[src/rtl/mem_access_ctrl_if.sv]
// Data-side SRAM-like bus: request/address-ok/data-ok handshake between the MEM stage and data memory.
interface mem_access_ctrl_if;
  logic        data_req;
  logic        data_wr;
  logic [3:0]  data_wstrb;
  logic [31:0] data_addr;
  logic [31:0] data_wdata;
  logic        data_addr_ok;
  logic        data_data_ok;
  logic [31:0] data_rdata;

  modport master (
    output data_req, data_wr, data_wstrb, data_addr, data_wdata,
    input  data_addr_ok, data_data_ok, data_rdata
  );

  modport slave (
    input  data_req, data_wr, data_wstrb, data_addr, data_wdata,
    output data_addr_ok, data_data_ok, data_rdata
  );
endinterface

[src/rtl/mem_access_ctrl.sv]
// MEM-stage load/store controller: issues one bus transaction per op, stalls the pipeline while it is
// in flight, tracks the LL/SC link bit and flags misaligned addresses.
module mem_access_ctrl (
  input  logic                     clk,
  input  logic                     rst_n,
  input  logic [3:0]               mem_op,
  input  logic [31:0]              ALU_result,
  input  logic [31:0]              rf_rdata1_fw,
  input  logic                     MEM_Flush,
  input  logic                     llbit_clr,
  input  logic                     MEM_WB_Stall,
  mem_access_ctrl_if.master        bus,
  output logic                     mem_stall,
  output logic [31:0]              mem_rdata,
  output logic [3:0]               byte_valid,
  output logic                     SC_result_sel,
  output logic                     adel,
  output logic                     ades
);
  localparam logic [3:0] OP_LB  = 4'd1,  OP_LBU = 4'd2,  OP_LH  = 4'd3,  OP_LHU = 4'd4;
  localparam logic [3:0] OP_LW  = 4'd5,  OP_LWL = 4'd6,  OP_LWR = 4'd7,  OP_SB  = 4'd8;
  localparam logic [3:0] OP_SH  = 4'd9,  OP_SW  = 4'd10, OP_SWL = 4'd11, OP_SWR = 4'd12;
  localparam logic [3:0] OP_LL  = 4'd13, OP_SC  = 4'd14;

  typedef enum logic [1:0] {IDLE, WAIT_ADDR, WAIT_DATA, DONE} state_t;

  state_t      state_reg, state_next;
  logic        llbit_reg, llbit_next;
  logic        discard_reg, discard_next;
  logic [31:0] rdata_reg, rdata_next;
  logic [31:0] addr_reg, wdata_reg;
  logic [3:0]  wstrb_reg;
  logic        wr_reg, ll_reg, sc_reg;

  logic [1:0]  a;
  logic        is_load, is_store, fault;
  logic [3:0]  pattern;
  logic [31:0] wdata_comb;
  logic        is_ll, is_sc, sc_ok, sc_fail, op_active, go, resp, issue;

  assign a = ALU_result[1:0];

  always_comb begin
    is_load    = 1'b0;
    is_store   = 1'b0;
    fault      = 1'b0;
    pattern    = 4'b0000;
    wdata_comb = 32'd0;
    case (mem_op)
      OP_LB, OP_LBU: begin is_load = 1'b1; pattern = 4'b0001 << a; end
      OP_LH, OP_LHU: begin is_load = 1'b1; fault = a[0]; pattern = a[1] ? 4'b1100 : 4'b0011; end
      OP_LW, OP_LL:  begin is_load = 1'b1; fault = |a; pattern = 4'b1111; end
      OP_LWL:        begin is_load = 1'b1; pattern = 4'b1111 >> (2'd3 - a); end
      OP_LWR:        begin is_load = 1'b1; pattern = 4'b1111 << a; end
      OP_SB: begin
        is_store = 1'b1; pattern = 4'b0001 << a; wdata_comb = {4{rf_rdata1_fw[7:0]}};
      end
      OP_SH: begin
        is_store = 1'b1; fault = a[0]; pattern = a[1] ? 4'b1100 : 4'b0011;
        wdata_comb = {2{rf_rdata1_fw[15:0]}};
      end
      OP_SW, OP_SC: begin
        is_store = 1'b1; fault = |a; pattern = 4'b1111; wdata_comb = rf_rdata1_fw;
      end
      OP_SWL: begin
        is_store = 1'b1; pattern = 4'b1111 >> (2'd3 - a);
        wdata_comb = rf_rdata1_fw >> (5'd24 - {a, 3'b000});
      end
      OP_SWR: begin
        is_store = 1'b1; pattern = 4'b1111 << a; wdata_comb = rf_rdata1_fw << {a, 3'b000};
      end
      default: ;
    endcase
  end

  assign is_ll = (mem_op == OP_LL);
  assign is_sc = (mem_op == OP_SC);
  // Once an SC is on the bus its outcome is fixed; only an SC still waiting in IDLE (or behind a drain) consults the link bit.
  assign sc_ok         = (state_reg == IDLE || discard_reg) ? llbit_reg : sc_reg;
  assign sc_fail       = is_sc & ~sc_ok;
  assign op_active     = (is_load | is_store) & ~MEM_Flush;
  assign go            = op_active & ~fault & ~sc_fail;
  assign resp          = (state_reg == WAIT_DATA) & bus.data_data_ok & ~discard_reg;
  assign adel          = is_load & fault;
  assign ades          = is_store & fault;
  assign byte_valid    = pattern;
  assign SC_result_sel = is_sc & ~fault & sc_ok;
  assign mem_stall     = op_active & ~fault & ~sc_fail & ~resp & (state_reg != DONE);
  assign mem_rdata     = resp ? bus.data_rdata : ((state_reg == DONE) ? rdata_reg : 32'd0);

  always_comb begin
    state_next     = state_reg;
    discard_next   = discard_reg;
    rdata_next     = rdata_reg;
    issue          = 1'b0;
    bus.data_req   = 1'b0;
    bus.data_wr    = 1'b0;
    bus.data_wstrb = 4'b0000;
    bus.data_addr  = 32'd0;
    bus.data_wdata = 32'd0;
    case (state_reg)
      IDLE: begin
        if (go) begin
          issue          = 1'b1;
          bus.data_req   = 1'b1;
          bus.data_wr    = is_store;
          bus.data_wstrb = is_store ? pattern : 4'b0000;
          bus.data_addr  = {ALU_result[31:2], 2'b00};
          bus.data_wdata = wdata_comb;
          state_next     = bus.data_addr_ok ? WAIT_DATA : WAIT_ADDR;
        end
      end
      WAIT_ADDR: begin
        if (MEM_Flush) begin
          state_next = IDLE;
        end else begin
          bus.data_req   = 1'b1;
          bus.data_wr    = wr_reg;
          bus.data_wstrb = wstrb_reg;
          bus.data_addr  = addr_reg;
          bus.data_wdata = wdata_reg;
          if (bus.data_addr_ok) state_next = WAIT_DATA;
        end
      end
      WAIT_DATA: begin
        if (bus.data_data_ok) begin
          discard_next = 1'b0;
          if (!discard_reg && !MEM_Flush && MEM_WB_Stall) begin
            state_next = DONE;
            rdata_next = bus.data_rdata;
          end else begin
            state_next = IDLE;
          end
        end else if (MEM_Flush) begin
          discard_next = 1'b1;
        end
      end
      DONE: begin
        if (!MEM_WB_Stall) state_next = IDLE;
      end
      default: state_next = IDLE;
    endcase
  end

  always_comb begin
    llbit_next = llbit_reg;
    if (llbit_clr)                         llbit_next = 1'b0;
    else if (resp && sc_reg)               llbit_next = 1'b0;
    else if (resp && ll_reg && !MEM_Flush) llbit_next = 1'b1;
  end

  always_ff @(posedge clk or negedge rst_n) begin
    if (!rst_n) begin
      state_reg   <= IDLE;
      llbit_reg   <= 1'b0;
      discard_reg <= 1'b0;
      rdata_reg   <= 32'd0;
      addr_reg    <= 32'd0;
      wdata_reg   <= 32'd0;
      wstrb_reg   <= 4'b0000;
      wr_reg      <= 1'b0;
      ll_reg      <= 1'b0;
      sc_reg      <= 1'b0;
    end else begin
      state_reg   <= state_next;
      llbit_reg   <= llbit_next;
      discard_reg <= discard_next;
      rdata_reg   <= rdata_next;
      if (issue) begin
        addr_reg  <= bus.data_addr;
        wdata_reg <= bus.data_wdata;
        wstrb_reg <= bus.data_wstrb;
        wr_reg    <= bus.data_wr;
        ll_reg    <= is_ll;
        sc_reg    <= is_sc;
      end
    end
  end
endmodule

[src/flat_wrapper.sv]
// flat-port wrapper written by rule: the top's interface ports become plain ports
module mem_access_ctrl_flat 
  (clk, rst_n, mem_op, ALU_result, rf_rdata1_fw, MEM_Flush, llbit_clr, MEM_WB_Stall, mem_stall, mem_rdata, byte_valid, SC_result_sel, adel, ades, bus_data_req, bus_data_wr, bus_data_wstrb, bus_data_addr, bus_data_wdata, bus_data_addr_ok, bus_data_data_ok, bus_data_rdata);
  mem_access_ctrl_if bus_i ();
  input  logic clk;
  input  logic rst_n;
  input  logic [3:0] mem_op;
  input  logic [31:0] ALU_result;
  input  logic [31:0] rf_rdata1_fw;
  input  logic MEM_Flush;
  input  logic llbit_clr;
  input  logic MEM_WB_Stall;
  output logic mem_stall;
  output logic [31:0] mem_rdata;
  output logic [3:0] byte_valid;
  output logic SC_result_sel;
  output logic adel;
  output logic ades;
  output wire logic [$bits(bus_i.data_req)-1:0] bus_data_req;
  output wire logic [$bits(bus_i.data_wr)-1:0] bus_data_wr;
  output wire logic [$bits(bus_i.data_wstrb)-1:0] bus_data_wstrb;
  output wire logic [$bits(bus_i.data_addr)-1:0] bus_data_addr;
  output wire logic [$bits(bus_i.data_wdata)-1:0] bus_data_wdata;
  input wire logic [$bits(bus_i.data_addr_ok)-1:0] bus_data_addr_ok;
  input wire logic [$bits(bus_i.data_data_ok)-1:0] bus_data_data_ok;
  input wire logic [$bits(bus_i.data_rdata)-1:0] bus_data_rdata;
  assign bus_data_req = bus_i.data_req;
  assign bus_data_wr = bus_i.data_wr;
  assign bus_data_wstrb = bus_i.data_wstrb;
  assign bus_data_addr = bus_i.data_addr;
  assign bus_data_wdata = bus_i.data_wdata;
  assign bus_i.data_addr_ok = bus_data_addr_ok;
  assign bus_i.data_data_ok = bus_data_data_ok;
  assign bus_i.data_rdata = bus_data_rdata;
  mem_access_ctrl u_core (.clk(clk), .rst_n(rst_n), .mem_op(mem_op), .ALU_result(ALU_result), .rf_rdata1_fw(rf_rdata1_fw), .MEM_Flush(MEM_Flush), .llbit_clr(llbit_clr), .MEM_WB_Stall(MEM_WB_Stall), .bus(bus_i), .mem_stall(mem_stall), .mem_rdata(mem_rdata), .byte_valid(byte_valid), .SC_result_sel(SC_result_sel), .adel(adel), .ades(ades));
endmodule
[config.mk]
export PLATFORM = sky130hd
export DESIGN_NAME = mem_access_ctrl_flat
export DESIGN_NICKNAME = d
export VERILOG_FILES = /design/src/rtl/mem_access_ctrl_if.sv /design/src/rtl/mem_access_ctrl.sv /design/src/flat_wrapper.sv
export SDC_FILE = /design/constraint.sdc
export NUM_CORES = 1
export LEC_CHECK = 0
export CAP_MARGIN = 40
export CORE_ASPECT_RATIO = 0.75
export CORE_MARGIN = 2
export CORE_UTILIZATION = 40
export CTS_CLUSTER_SIZE = 12
export DETAILED_ROUTE_END_ITERATION = 10
export HOLD_SLACK_MARGIN = 0.06
export PLACE_DENSITY = 0.7
export SLEW_MARGIN = 20
export SYNTH_ARGS = -nofsm -noshare
export SYNTH_HDL_FRONTEND = slang
export SYNTH_SLANG_ARGS = --single-unit
[constraint.sdc]
create_clock -name clk -period 3.46 [get_ports clk]
set_clock_uncertainty 0.2 [all_clocks]
set_input_delay 0.692 -clock clk [delete_from_list [all_inputs] [get_ports clk]]
set_output_delay 0.692 -clock clk [all_outputs]
set_load 0.01 [all_outputs]
# After elaboration in Yosys (flattened, before gate mapping)
# Index checks and enable logic that the tools add are counted.
[op_classes]
reduce_logical = 23
n_mux = 39
n_addsub = 2
eq_ne = 22
bitwise_logic = 19
shifts = 5
[op_table]
columns = ["operator", "n"]
rows = [
  ["two-way mux 32 bit", 6],
  ["case mux 32 bit (5 select lines)", 1],
  ["case mux 32 bit (2 select lines)", 2],
  ["<< shifter 32 x 5 -> 32 bit", 1],
  [">> shifter 32 x 5 -> 32 bit", 1],
  ["== test 4 bit, second input constant", 7],
  ["case mux 4 bit (5 select lines)", 1],
  ["== test 4 x 3 -> 1 bit, second input constant", 4],
  ["two-way mux 4 bit", 4],
  ["two-way mux 2 bit", 7],
  ["two-way mux 1 bit", 13],
  ["bitwise AND 1 bit", 12],
  ["== test 4 x 2 -> 1 bit, second input constant", 2],
  ["case mux 2 bit (4 select lines)", 1],
  ["case mux 4 bit (2 select lines)", 1],
  ["OR reduction 2 bit", 4],
  ["OR reduction 8 bit", 1],
  ["!= test 2 bit, second input constant", 3],
  ["NOT 1 bit", 6],
  ["case mux 1 bit (2 select lines)", 3],
  ["OR reduction 3 bit", 2],
  ["OR reduction 6 bit", 1],
  ["logical AND 1 bit", 5],
  ["subtractor 5 bit, first input constant", 1],
  ["other kinds (19)", 21],
]
[totals]
register_bits = 107
output_inout_bits = 110
word_cells = 120
in_bits = 107

# Depth between registers and ports, before layout
[depth]
ltp_word = 9
depth_mapped = 9
depth_no_buf = 5

# Least setup slack after synthesis
# No wires, ideal clock.
[synth_path]
path_kind = "in2out"
start = "input mem_op[2]"
end = "output bus_data_wstrb[1]"
t_arrival_ns = 2.176
required_time_ns = 2.568
setup_slack_ns = 0.392
n_path_buf = 3
cell_stages = 8
cell_sequence = "buf_4 -> and4bb_2 -> o31ai_4 -> nand4_2 -> buf_6 -> or3_1 -> buf_6 -> o21ai_2"
[synth_via]
elab_chain_len = 9
word_cells_on_any_way = 35
cone_classes = "14 x eq/ne; 7 x mux; 7 x bitwise; 7 x reduce/logical"
[synth_lines]
columns = ["element", "line_no", "source"]
rows = [
  ["start, declared", "flat_wrapper.sv:7", "input logic [3:0] mem_op;"],
  ["== test 4 x 1 -> 1 bit (tied with other cells)", "mem_access_ctrl.sv:49", "case (mem_op)"],
  ["OR reduction 8 bit (no line) / OR reduction 6 bit (equally long branches)", "--", ""],
  ["two-way mux 1 bit", "mem_access_ctrl.sv:49", ""],
  ["OR 1 bit", "mem_access_ctrl.sv:81", "assign op_active = (is_load | is_store) & ~MEM_Flush;"],
  ["bitwise AND 1 bit", "mem_access_ctrl.sv:81", ""],
  ["bitwise AND 1 bit (2 in series)", "mem_access_ctrl.sv:82", "assign go = op_active & ~fault & ~sc_fail;"],
  ["two-way mux 4 bit (*)", "mem_access_ctrl.sv:103", "if (go) begin"],
  ["case mux 4 bit (2 select lines) (*)", "mem_access_ctrl.sv:101", "case (state_reg)"],
  ["end, declared", "flat_wrapper.sv:21", "output wire logic [$bits(bus_i.data_wstrb)-1:0] bus_data_wstrb;"],
]
# Every way passes the cells marked *; elsewhere a longest branch is shown, timed or not.

# Worst setup path after layout
[layout_path]
start = "input mem_op[3]"
end = "output bus_data_addr[11]"
[layout_via]
elab_chain_len = 9
word_cells_on_any_way = 30
cone_classes = "14 x eq/ne; 5 x mux; 7 x bitwise; 4 x reduce/logical"
[layout_lines]
columns = ["element", "line_no", "source"]
rows = [
  ["== test 4 x 1 -> 1 bit (tied with other cells)", "mem_access_ctrl.sv:49", ""],
  ["OR reduction 8 bit (no line) / OR reduction 6 bit (equally long branches)", "--", ""],
  ["two-way mux 1 bit", "mem_access_ctrl.sv:49", ""],
  ["OR 1 bit", "mem_access_ctrl.sv:81", ""],
  ["bitwise AND 1 bit", "mem_access_ctrl.sv:81", ""],
  ["bitwise AND 1 bit", "mem_access_ctrl.sv:82", ""],
  ["bitwise AND 1 bit (*)", "mem_access_ctrl.sv:82", ""],
  ["two-way mux 32 bit (*)", "mem_access_ctrl.sv:103", ""],
  ["case mux 32 bit (2 select lines) (*)", "mem_access_ctrl.sv:101", ""],
  ["end, declared", "flat_wrapper.sv:22", "output wire logic [$bits(bus_i.data_addr)-1:0] bus_data_addr;"],
]
# Marked as above.

==> metrics.txt <==
# TYPE chip_impl_metric gauge
chip_impl_metric{name="route.detailed.vias_per_inst",unit=""} 5.67
chip_impl_metric{name="period_minus_slack",unit="ps"} 3440
chip_impl_metric{name="ir_worst_vdd",unit="mV"} 0.378
chip_impl_metric{name="post_synth_inst_count",unit=""} 720
chip_impl_metric{name="final_report_hold_violation_count",unit=""} 0
chip_impl_metric{name="chipWidth",unit="µm"} 158
chip_impl_metric{name="antenna_found_initial",unit=""} 1
chip_impl_metric{name="grt_pass1_wl",unit="µm"} 38600
chip_impl_metric{name="hold_ws",unit="ps"} 134
chip_impl_metric{name="max-cap-violations",unit=""} 0
chip_impl_metric{name="design.die.area",unit="µm²"} 18900
chip_impl_metric{name="num_antenna_cells",unit=""} 0
chip_impl_metric{name="post-place-ws",unit="ps"} -806
chip_impl_metric{name="tritoncts_buffers",unit=""} 9
chip_impl_metric{name="fin_crit_sh",unit=""} 0.993
chip_impl_metric{name="stdcell_count",unit=""} 1314
chip_impl_metric{name="layout_overhead_on_the_synthesized_area",unit="%"} 61.2
chip_impl_metric{name="route.final.wire_length",unit="µm"} 24700
chip_impl_info{name="timing.critical_path.from_type",value="primary input"} 1
chip_impl_info{name="yosys_most_used_dff",value="sky130_fd_sc_hd__dfrtp_1"} 1
chip_impl_metric{name="fp.dieH",unit="µm"} 120
chip_impl_metric{name="synth_fp_nets",unit=""} 827
chip_impl_metric{name="power.density_cell_area",unit="nW/µm²"} 472
chip_impl_metric{name="transition_time_at_the_pin_with_the_least_slew_margin",unit="ps"} 598
chip_impl_metric{name="critPathArrivalTime",unit="ps"} 2540
chip_impl_metric{name="floorplan.initialDensity",unit=""} 0.407
chip_impl_metric{name="yosys.area_share.adder",unit=""} 0
chip_impl_metric{name="worst_slew_margin_relative_to_its_limit",unit=""} 0.601
chip_impl_metric{name="layout.cell_area.non_filler",unit="µm²"} 11500
chip_impl_metric{name="dpl-instance-area",unit="µm²"} 10700
chip_impl_metric{name="row_count",unit=""} 42
chip_impl_metric{name="htree_num_levels",unit=""} 3
chip_impl_metric{name="syn-mean-instance-area",unit="µm²"} 9.92
chip_impl_metric{name="core_region_area",unit="µm²"} 17600
chip_impl_metric{name="drt_first_pass_iters",unit=""} 9
chip_impl_metric{name="syn-cell-area",unit="µm²"} 7140
chip_impl_metric{name="setup_viol_count_final",unit=""} 0
chip_impl_metric{name="ios",unit=""} 217
chip_impl_metric{name="finish.net_count",unit=""} 1174
chip_impl_metric{name="cts_max_path_buffers",unit=""} 2
chip_impl_metric{name="clkTransAtPathRegs",unit="ps"} 70
chip_impl_metric{name="wl_per_cell",unit="µm"} 18.8
chip_impl_metric{name="num_vias",unit=""} 7446
chip_impl_metric{name="track_usage",unit=""} 0.258
chip_impl_metric{name="dr.first_iter.drc_count",unit=""} 586
chip_impl_metric{name="worst_path_required",unit="ps"} 2570
chip_impl_metric{name="io_buffer_count",unit=""} 216
chip_impl_info{name="outcome",value="finished, final reports clean"} 1
chip_impl_info{name="min-delay-path-class",value="primary input to asynchronous set/reset pin"} 1
chip_impl_metric{name="synth-compound-area-share",unit=""} 0.277
chip_impl_metric{name="fillcell_total",unit=""} 1452
chip_impl_metric{name="number_of_synthesized_register_bits",unit=""} 107
chip_impl_info{name="largest_family_of_logic_cells_by_synthesized_area",value="compound AO/OA/AOI/OAI gates"} 1
chip_impl_metric{name="reg2regPathDepth",unit=""} 9
chip_impl_metric{name="slew_violations",unit=""} 0
chip_impl_info{name="cts_root_buf",value="sky130_fd_sc_hd__clkbuf_16"} 1
chip_impl_info{name="setup.worst_path.class",value="primary input to output pin"} 1
chip_impl_metric{name="hpwl",unit="µm"} 17900
chip_impl_info{name="crit-reg2reg-capture",value="u_core.addr_reg[7]"} 1
chip_impl_metric{name="drive_gt1_frac",unit=""} 0.352
chip_impl_metric{name="post-route-drc-count",unit=""} 0
chip_impl_metric{name="multiInputGateArea",unit="µm²"} 4430
chip_impl_metric{name="final-seq-area",unit="µm²"} 2680
chip_impl_metric{name="muxShareOfSynthArea",unit=""} 0.172
chip_impl_metric{name="clock_latency_of_the_later_clocked_register_in_the_worst_skew_pair",unit="ps"} 350
chip_impl_metric{name="ys_async_sr_fraction",unit=""} 1.00
chip_impl_info{name="critical_path.endpoint_type",value="output pin"} 1
chip_impl_metric{name="grt_pass1_vias",unit=""} 7323
chip_impl_metric{name="place_congestion",unit=""} 0.987
chip_impl_metric{name="ys_warn_count",unit=""} 0
chip_impl_metric{name="ant_nets",unit=""} 0
chip_impl_metric{name="power.leakage",unit="nW"} 5.45
chip_impl_metric{name="fmax",unit="GHz"} 0.291
chip_impl_metric{name="synth_cell_type_count",unit=""} 66
chip_impl_metric{name="grt_remaining_overflow",unit=""} 0
chip_impl_metric{name="numClockSinks",unit=""} 107
chip_impl_metric{name="internal_reg_to_reg_setup_slack",unit="ps"} 930
chip_impl_metric{name="number_of_enable_flip_flop_cells_after_synthesis",unit=""} 0
chip_impl_metric{name="path_max_fanout",unit=""} 11
chip_impl_info{name="rsz0062_at_grt",value="true"} 1
chip_impl_metric{name="grt_start_max_net_pins",unit=""} 45
chip_impl_metric{name="synth-seq-area-share",unit=""} 0.375
chip_impl_metric{name="placed_cells",unit=""} 1275
chip_impl_info{name="timing.rr.start",value="u_core.state_reg[1]"} 1
chip_impl_metric{name="yosys.area_share.xor_xnor",unit=""} 0
chip_impl_metric{name="layout_setup_ws",unit="ps"} 23.9
chip_impl_info{name="cts_tree",value="yes"} 1
chip_impl_metric{name="synth_simple_gate_area_share",unit=""} 0.118
==> critical path, stage by stage <==
cell and delay, ps:
sky130_fd_sc_hd__buf_4 130, sky130_fd_sc_hd__buf_6 140, sky130_fd_sc_hd__or4_4 560, sky130_fd_sc_hd__nand4_4 160, sky130_fd_sc_hd__buf_12 140, sky130_fd_sc_hd__nor2_8 50, sky130_fd_sc_hd__buf_12 140, sky130_fd_sc_hd__a22o_1 240
sky130_fd_sc_hd__dlygate4sd2_1 280
==> logic make-up after synthesis <==
family | after synthesis
flops | 107
mux | 111
simple gates | 165
compound gates | 253
buf+inv | 84
==> power by group <==
group	internal [W]	switching, W	total (W)
clock network	0.000524	0.000502	0.00103
registers	0.00176	0.000256	0.00202
logic	0.00132	0.00107	0.00239
total	0.00360	0.00183	0.00543
==> cell usage in the layout (no fill, tap or decap), types with 5 or more instances in the layout <==
master	count
sky130_fd_sc_hd__buf_4	165
sky130_fd_sc_hd__clkdlybuf4s50_1	136
sky130_fd_sc_hd__dfrtp_1	107
sky130_fd_sc_hd__nand2_1	79
sky130_fd_sc_hd__a22o_1	68
sky130_fd_sc_hd__mux2_2	60
sky130_fd_sc_hd__mux2i_1	36
sky130_fd_sc_hd__buf_2	31
sky130_fd_sc_hd__o21ai_0	26
sky130_fd_sc_hd__a21o_1	23
sky130_fd_sc_hd__dlygate4sd2_1	22
sky130_fd_sc_hd__buf_12	20
sky130_fd_sc_hd__nor2_1	17
sky130_fd_sc_hd__o211ai_1	14
sky130_fd_sc_hd__a22oi_1	14
sky130_fd_sc_hd__a21oi_1	14
sky130_fd_sc_hd__mux2_1	11
sky130_fd_sc_hd__a32oi_1	10
sky130_fd_sc_hd__o22ai_1	10
sky130_fd_sc_hd__clkdlybuf4s15_1	10
sky130_fd_sc_hd__clkbuf_2	10
sky130_fd_sc_hd__nor3_1	9
sky130_fd_sc_hd__a2bb2oi_1	9
sky130_fd_sc_hd__clkbuf_16	9
sky130_fd_sc_hd__and2_1	8
sky130_fd_sc_hd__o2bb2ai_1	8
sky130_fd_sc_hd__nor4_4	8
sky130_fd_sc_hd__inv_1	8
sky130_fd_sc_hd__buf_6	7
sky130_fd_sc_hd__a211o_1	6
sky130_fd_sc_hd__a32oi_2	6
sky130_fd_sc_hd__a221oi_1	5
==> stage by stage <==
step / TNS, ps / total power (W) / util
2_1_floorplan: 0 / 0.00319 / -
3_3_place_gp: -50140 / 0.00420 / 0.612
3_5_place_dp: -50350 / 0.00427 / 0.612
4_1_cts: 0 / 0.00540 / 0.645
5_1_grt: -161 / 0.00574 / 0.656
6_report: 0 / 0.00543 / 0.656
==> layer usage <==
layer	part of all wire	GRT usage	up-vias
li1	-	-	3459
met1	0.45	0.362	3586
met2	0.44	0.391	354
met3	0.092	0.0693	47
met4	0.023	0.0777	0
met5	0	0	-
==> worst max-delay path by stage <==
stage               startpoint            endpoint  slack (ps)  cells after the start
finish               mem_op[3]   bus_data_addr[11]          20                      9
global route         mem_op[1]  bus_data_wdata[18]         -60                     11
CTS                  mem_op[3]   bus_data_addr[17]         0.5                     10
detailed placement   mem_op[3]   bus_data_wstrb[3]        -810                      9
global placement     mem_op[3]   bus_data_wstrb[3]        -790                      9
floorplan            mem_op[2]   bus_data_wstrb[1]         390                      8
==> what timing repair did <==
action | 4_1_cts | 5_1_grt
gates cloned | 4 | 0
gates resized for setup | 221 | 60
hold buffers | 0 | 0
buffers inserted | 10 | 10
pin swaps | 19 | 25
endpoints found under the setup margin | 76 | 65
==> cells in the mapped netlist, drive strengths merged (2+ instances only) <==
cell type	count	area share
nor4	8	0.0070
dfrtp	107	0.38
inv	8	0.0042
o21a	2	0.0021
nor2	19	0.012
o21ai	31	0.023
o2bb2ai	11	0.016
o211ai	14	0.015
and3	2	0.0018
a31oi	2	0.0018
buf	42	0.037
nand3	5	0.0035
o221ai	3	0.0037
clkbuf	32	0.017
mux2	71	0.11
a211o	6	0.0074
nand2	80	0.042
nor3b	3	0.0032
mux2i	38	0.053
and2b	2	0.0021
nor4bb	2	0.0028
a2bb2oi	10	0.012
o21bai	2	0.0021
o22ai	10	0.0088
a22oi	17	0.018
clkinv	2	0.0011
and3b	3	0.0042
a221oi	7	0.0086
nand4	2	0.0026
nor2b	5	0.0044
a21oi	16	0.011
a22o	69	0.085
a211oi	6	0.0063
nand3b	4	0.0042
a21o	23	0.024
or3	2	0.0018
mux4	2	0.0063
a32oi	16	0.020
and2	9	0.0079
nor3	12	0.0084
o221a	2	0.0032
==> final cells by class <==
cell class,instances,area share
multi-input cells,529,0.385
repair buffers,410,0.327
flip-flops and latches,107,0.233
well taps,242,0.0263
clock buffers,10,0.0208
clock inverters,6,0.00489
inverters,10,0.00326
(Power assumes the default switching activity.)
